### src/rtl/jk_mode_counter.sv
// jk_mode_counter
//   WIDTH-bit register of JK cells with four operating modes:
//   per-bit JK direct, modulo-MODULUS up count, modulo-MODULUS down count
//   and parallel load (clamped to MODULUS-1).
//
// Ports
//   clk   : clock, all state updates on the rising edge
//   rst   : synchronous reset, active-high (Q <= 0, wrap <= 0)
//   en    : update enable; 0 holds Q (wrap still clears)
//   mode  : 00 JK direct, 01 count up, 10 count down, 11 parallel load
//   J, K  : per-bit JK inputs (mode 00)
//   d     : parallel load data (mode 11)
//   Q     : registered state
//   Qn    : bitwise complement of Q
//   tc    : terminal count, high in the cycle before a wrapping edge
//   wrap  : registered one-cycle pulse, count wrapped on the previous edge
module jk_mode_counter #(
    parameter int unsigned WIDTH   = 4,
    parameter int unsigned MODULUS = 10
) (
    input  logic             clk,
    input  logic             rst,
    input  logic             en,
    input  logic [1:0]       mode,
    input  logic [WIDTH-1:0] J,
    input  logic [WIDTH-1:0] K,
    input  logic [WIDTH-1:0] d,
    output logic [WIDTH-1:0] Q,
    output logic [WIDTH-1:0] Qn,
    output logic             tc,
    output logic             wrap
);

    typedef enum logic [1:0] {
        MODE_JK   = 2'b00,
        MODE_UP   = 2'b01,
        MODE_DOWN = 2'b10,
        MODE_LOAD = 2'b11
    } mode_e;

    // Modulus held one bit wider so MODULUS == 2^WIDTH is representable.
    localparam logic [WIDTH:0]   C_MOD = (WIDTH+1)'(MODULUS);
    localparam logic [WIDTH-1:0] C_MAX = WIDTH'(MODULUS - 1);

    logic [WIDTH-1:0] r_q;
    logic             r_wrap;

    logic [WIDTH:0]   w_q_ext;
    logic [WIDTH:0]   w_d_ext;
    logic [WIDTH-1:0] w_next;
    logic             w_wrap_next;
    mode_e            w_mode;

    assign w_mode  = mode_e'(mode);
    assign w_q_ext = {1'b0, r_q};
    assign w_d_ext = {1'b0, d};

    always_comb begin
        w_next      = r_q;
        w_wrap_next = 1'b0;
        unique case (w_mode)
            // Characteristic equation Q+ = J&~Q | ~K&Q covers hold/reset/set/toggle.
            MODE_JK: begin
                w_next = (J & ~r_q) | (~K & r_q);
            end
            MODE_UP: begin
                if (w_q_ext >= {1'b0, C_MAX}) begin
                    w_next      = '0;
                    w_wrap_next = 1'b1;
                end else begin
                    w_next = WIDTH'(w_q_ext + 1'b1);
                end
            end
            MODE_DOWN: begin
                if (r_q == '0) begin
                    w_next      = C_MAX;
                    w_wrap_next = 1'b1;
                end else if (w_q_ext >= C_MOD) begin
                    // Out-of-range value left by JK direct: recover without a wrap pulse.
                    w_next = C_MAX;
                end else begin
                    w_next = WIDTH'(w_q_ext - 1'b1);
                end
            end
            MODE_LOAD: begin
                w_next = (w_d_ext < C_MOD) ? d : C_MAX;
            end
            default: begin
                w_next      = r_q;
                w_wrap_next = 1'b0;
            end
        endcase
    end

    always_ff @(posedge clk) begin
        if (rst) begin
            r_q    <= '0;
            r_wrap <= 1'b0;
        end else if (en) begin
            r_q    <= w_next;
            r_wrap <= w_wrap_next;
        end else begin
            r_wrap <= 1'b0;
        end
    end

    assign Q    = r_q;
    assign Qn   = ~r_q;
    assign wrap = r_wrap;
    assign tc   = en & (((w_mode == MODE_UP)   && (r_q == C_MAX)) ||
                        ((w_mode == MODE_DOWN) && (r_q == '0)));

endmodule

### config.mk
export PLATFORM = sky130hd
export DESIGN_NAME = jk_mode_counter
export DESIGN_NICKNAME = d
export VERILOG_FILES = /design/src/rtl/jk_mode_counter.sv
export SDC_FILE = /design/constraint.sdc
export NUM_CORES = 1
export LEC_CHECK = 0
export CORE_MARGIN = 2
export CORE_UTILIZATION = 40
export DETAILED_ROUTE_END_ITERATION = 12
export PLACE_DENSITY = 0.78
export SLEW_MARGIN = 10
export SYNTH_ARGS = -nofsm -noshare
export SYNTH_HDL_FRONTEND = slang
export SYNTH_SLANG_ARGS = --single-unit
### constraint.sdc
create_clock -name clk -period 2.2 [get_ports clk]
set_input_delay 0.44 -clock clk [delete_from_list [all_inputs] [get_ports clk]]
set_output_delay 0.44 -clock clk [all_outputs]
set_load 0.01 [all_outputs]
==> results.yml, run 1 <==
min_path:
  hold_path.class: "flip-flop to flip-flop"
clock_network:
  cts_tree: "yes"
  cts_hold_buf: 0
  clockRootBuffer: "clkbuf_4"
  path_clk_slew_ns: 0.06
  cts_buffer_depth: 2
  cts_made_buffers: 3
  numClockSinks: 5
  htreeDepth: 1
  clk_latency_ns: 0.25
timing:
  max_freq_ghz: 0.475
  hold_ws_ns: 0.704
  finalCritPeriodShare: 0.956
  fin_crit_ns: 2.10
  worstMarginPinSlew_ns: 0.404
  drv_slew: 0
  rsz0062_at_grt: "no"
  slew_headroom: 0.730
  setup_viol: 0
  fin_worst_skew_ns: 0.00608
  fin_setup_tns_ns: 0
  hold_viol_final: 0
yosys:
  synth_area_um2: 592
  ys_ff_latch: 5
  synth_edf_count: 0
  ys_top_cells_by_area: "dfxtp_1 17%, ha_1 17%, o21ai_0 5.9%"
  postSynth.asyncResetShare: 0
  yosys_warnings: 0
  synth_cells: 74
  avgSynthCellArea_um2: 8.00
  synth_ff_type: "dfxtp_1"
  syn-num-nets: 99
  yosysUniqueCellTypes: 35
  synth_top_cell_by_area: "dfxtp_1"
  yosysSeqAreaShare: 0.169
  synth_top_area_frac: 0.169
  synth_top_cells_by_count: "8 x ha_1, 8 x inv_1, 7 x o21ai_0"
die:
  die_h_um: 42.5
  initial_core_util: 0.444
  die_area_mm2: 0.00180
  die_w_um: 42.5
  core_mm2: 0.00133
  io_pins: 27
  fp-row-count: 13
drt:
  num_vias: 725
  ant_nets: 0
  dr.pass1.iters: 4
  drt_iter0_drc: 30
  via_per_inst: 5.66
  drc: 0
  drt-met1-wl_um: 811
  routed_wl_mm: 1.85
  wl_met2_um: 862
  wl_met3_um: 128
  wl_per_cell_um: 14.4
  topRoutingLayerUsed: "met4"
pwr:
  leakage_nw: 0.440
  powerDensity_mw_per_mm2: 424
  power.total_w: 0.000408
  peakVddDrop_uv: 267
placed_design:
  place.gp.congestion: 0.852
  dp_hpwl_mm: 1.51
  post_dp_cell_area_um2: 938
  port_buffers: 26
setup_path:
  critPathKind: "flip-flop to flip-flop"
  cp-start-kind: "flip-flop"
  arrival_ns: 2.24
  crit_fanout: 6
  critPathRequiredTime_ns: 2.33
  end_kind: "flip-flop"
final_layout:
  synthToLayoutAreaGrowth_pct: 62.6
  fillCellCount: 111
  fin_nets: 139
  diodes: 0
  design_area_um2: 962
  fin_util: 0.721
  layout-drive-gt1-share: 0.177
run_status:
  status: "finished, final reports clean"
global_routing:
  grt_antenna_before_repair: 0
  grt_max_degree: 14
  overflow: 0
  first_global_vias: 688
  grt_pass1_wl_mm: 3.13
  grt_usage: 0.226
run:
  drv_cap: 0
==> flip-flops by register name, summed over array words and instances (netlist names) <==
| signal | cells |
|---|---|
| Q | 4 |
| wrap | 1 |
==> cell usage in the layout, fill, tap and decap left out, drive strengths merged, types with 3 or more instances in the layout <==
cell and n:
nand2 4, dlygate4sd2 3, o21ai 7, clkdlybuf4s50 23
nor3 3, ha 8, a31oi 3, inv 8
dfxtp 5, buf 11, clkbuf 4, and3 4
==> per-stage QoR <==
stage / std cells / worst slack, ns
final: 128 / 0.0968
after global placement: 124 / -0.276
after detailed placement: 124 / -0.321
after CTS: 128 / 0.0470
after global routing: 128 / 0.0165
after floorplan: 74 / 0.229
==> final timing paths <==
| path | cells past startpoint | slack (ns) | endpoint | start |
|---|---|---|---|---|
| worst min register to register | 3 | 0.70 | Q[1]$_SDFFE_PP0P_ | Q[1]$_SDFFE_PP0P_ |
| worst min-delay path | 3 | 0.70 | Q[1]$_SDFFE_PP0P_ | Q[1]$_SDFFE_PP0P_ |
| worst max register to register | 7 | 0.1 | Q[2]$_SDFFE_PP0P_ | Q[0]$_SDFFE_PP0P_ |
| worst max-delay path | 7 | 0.1 | Q[2]$_SDFFE_PP0P_ | Q[0]$_SDFFE_PP0P_ |
==> routing by layer <==
layer  vias to the layer above  GRT usage
met5                         -          0
met4                         0     0.0938
met3                         6     0.0431
met2                        35      0.375
met1                       327      0.281
li1                        357          -
==> repair_timing <==
item | 4_1_cts | 5_1_grt
gates resized for setup | 3 | 1
hold endpoints to repair | 0 | 0
endpoints found under the setup margin | 1 | 2
buffers inserted | 0 | 0
==> worst max-delay path: stages (launching register included) <==
cell      delay, ns
dfxtp_2        0.35
inv_1          0.17
ha_1           0.22
buf_4          0.13
or3b_2         0.46
a21boi_2       0.22
a221oi_1       0.13
a221oi_1       0.30
==> cell type report <==
type / count / area, µm² / share of cell area
clock buffers: 4 / 26.3 / 0.0273
inverters: 8 / 30.0 / 0.0312
multi-input cells: 59 / 447 / 0.464
flip-flops and latches: 5 / 101 / 0.105
well taps: 15 / 18.8 / 0.0195
repair buffers: 37 / 339 / 0.352
==> where the power goes <==
group | switching (W) | internal (W)
Clock | 0.0000478 | 0.0000693
Sequential | 0.0000133 | 0.0000980
Combinational | 0.0000781 | 0.000101
==> cell families after synthesis <==
| logic type | count (synthesis) | share of synthesized area |
|---|---|---|
| buf+inv | 10 | 0.0761 |
| xor+xnor | 1 | 0.0148 |
| fa+ha+maj | 8 | 0.169 |
| simple gates | 24 | 0.254 |
| flops | 5 | 0.169 |
| compound gates | 26 | 0.317 |
No activity file was read; power rests on OpenSTA's default activity.
==> inputs of run 2 (changes only) <==
--- a/config.mk
+++ b/config.mk
@@ -6,9 +6,9 @@
 export NUM_CORES = 1
 export LEC_CHECK = 0
 export CORE_MARGIN = 2
-export CORE_UTILIZATION = 40
+export CORE_UTILIZATION = 30
 export DETAILED_ROUTE_END_ITERATION = 12
-export PLACE_DENSITY = 0.78
+export PLACE_DENSITY = 0.61
 export SLEW_MARGIN = 10
 export SYNTH_ARGS = -nofsm -noshare
 export SYNTH_HDL_FRONTEND = slang
==> run 2 against run 1 <==
- via count fell by 0.83%
- first-iteration DRC count fell by 3.3%
- worst setup slack improved by 0.065 ns
- register-to-register slack improved by 0.13 ns
- clock-buffer cell count did not move
- worst hold slack got worse by 0.040 ns
- final cell count rose by 9.4%
- sequential share of layout area fell by 0.28 points
- highest routed layer unchanged
==> results.yml, run 2 (synthesis gave the netlist of run 1 again) <==
pwr:
  peakVddDrop_uv: 204
  leakage_nw: 0.441
  powerDensity_mw_per_mm2: 420
final_layout:
  diodes: 0
  largest_reg_flops: 4
  seqCellArea_um2: 100
  multiInputGateArea_um2: 447
  instances_no_fill: 140
  final_common_cell: "clkdlybuf4s50_1"
  fin_nets: 139
  synthToLayoutAreaGrowth_pct: 64.9
  top_regs: "Q: 4 flops, wrap: 1 flops"
  final_cell_mix: "23 x clkdlybuf4s50_1, 11 x buf_4, 8 x inv_1, 8 x ha_1, 6 x o21ai_0"
  fillCellCount: 189
  top_register: "Q"
  design_area_um2: 976
  layout-drive-gt1-share: 0.168
global_routing:
  grt_usage: 0.158
  overflow: 0
  first_global_vias: 658
  grt_max_degree: 11
  grt_antenna_before_repair: 0
  grt_pass1_wl_mm: 2.88
timing:
  setup_ws_ns: 0.162
  fin_worst_skew_ns: 0.00189
  hold_ws_ns: 0.663
  drv_slew: 0
  slew_headroom: 0.770
  hold_viol_final: 0
  fin_crit_ns: 2.04
  worstMarginPinSlew_ns: 0.346
  max_freq_ghz: 0.491
  finalCritPeriodShare: 0.926
  rsz0062_at_grt: "no"
  setup_viol: 0
  fin_setup_tns_ns: 0
clock_network:
  clockRootBuffer: "clkbuf_4"
  htreeDepth: 1
  path_clk_slew_ns: 0.05
  postCtsSetupBuffers: 0
  cts_buffer_depth: 2
  cts_hold_buf: 0
  cts_tree: "yes"
  cts_resized: 4
  clk_latency_ns: 0.26
  numClockSinks: 5
  cts_made_buffers: 3
die:
  core_mm2: 0.00190
  fp-row-count: 16
  io_pins: 27
  initial_core_util: 0.311
  die_h_um: 48.4
  die_w_um: 48.4
  die_area_mm2: 0.00234
setup_path:
  crit_fanout: 5
  cpMaxStageDelayCell: "dfxtp_1"
  cp-start-kind: "flip-flop"
  path_cells: "inv_1, ha_1, nand2_1, o21ai_1, and3_1, dlygate4sd2_1"
  critPathKind: "flip-flop to output port"
  critPathTopFamily: "buffers and inverters"
  end_kind: "output port"
  arrival_ns: 1.60
  cp_num_buf_inv: 2
  slowest_delay_ns: 0.32
  critPathRequiredTime_ns: 1.76
run:
  drv_cap: 0
placed_design:
  place.gp.congestion: 0.915
  place_ws_ns: -0.339
  port_buffers: 26
  dp.cells: 136
  post_dp_cell_area_um2: 953
  dp_hpwl_mm: 1.40
drt:
  dr.pass1.iters: 4
  via_per_inst: 5.14
  ant_nets: 0
  wl_per_cell_um: 12.2
  num_vias: 719
  drt_iter0_drc: 29
  drc: 0
  routed_wl_mm: 1.71
min_path:
  hold_path.class: "flip-flop to flip-flop"
run_status:
  status: "finished, final reports clean"
## run 2: cell types whose count changed in the layout (fill, tap and decap cells not counted)
cell | before | now
dfxtp_1 | 4 | 5
dfxtp_2 | 1 | 0
o21ai_0 | 7 | 6
o21ai_1 | 0 | 1
## run 2: final timing paths
| kind | start | to | slack [ns] | depth (start not counted) |
|---|---|---|---|---|
| hold / removal | Q[3]$_SDFFE_PP0P_ | Q[3]$_SDFFE_PP0P_ | 0.66 | 2 |
| hold reg to reg | Q[3]$_SDFFE_PP0P_ | Q[3]$_SDFFE_PP0P_ | 0.66 | 2 |
| setup / recovery | Q[0]$_SDFFE_PP0P_ | tc | 0.16 | 6 |
| setup reg to reg | Q[0]$_SDFFE_PP0P_ | Q[3]$_SDFFE_PP0P_ | 0.23 | 6 |
## run 2: where the power goes
group / leakage, nW / switching, W / internal, W / total, W
Sequential: 0.0412 / 0.00000921 / 0.0000976 / 0.000107
Combinational: 0.384 / 0.0000810 / 0.000102 / 0.000183
Clock: 0.0150 / 0.0000500 / 0.0000694 / 0.000119
## run 2: per-stage QoR
stage                     total power (W)   util
after global routing             0.000433  0.513
final                            0.000409  0.513
after detailed placement         0.000292  0.501
after global placement           0.000292  0.501
after CTS                        0.000411  0.513
after floorplan                  0.000196      -
## run 2: worst register-to-register path: cells and delay by family, from the launching register on
family / cells / cell delay [ns]
AOI/OAI and AO/OA: 3 / 0.63
and+or+nand+nor: 1 / 0.49
DFF: 1 / 0.36
adders and majority gates: 1 / 0.24
buffers and inverters: 1 / 0.12
## run 2: cell type report
class | instances | share of cell area
tap | 27 | 0.0346
clock buffer | 4 | 0.0269
inverter | 8 | 0.0308
multi-input combinational | 59 | 0.458
sequential | 5 | 0.103
timing repair buffer | 37 | 0.347
## run 2: layer usage
| layer | up-vias | global-route usage | wire length, µm |
|---|---|---|---|
| met5 | - | 0 | 0 |
| met4 | 0 | 0.114 | 60 |
| met3 | 6 | 0.0185 | 81 |
| met2 | 27 | 0.259 | 780 |
| met1 | 327 | 0.190 | 785 |
| li1 | 359 | - | - |
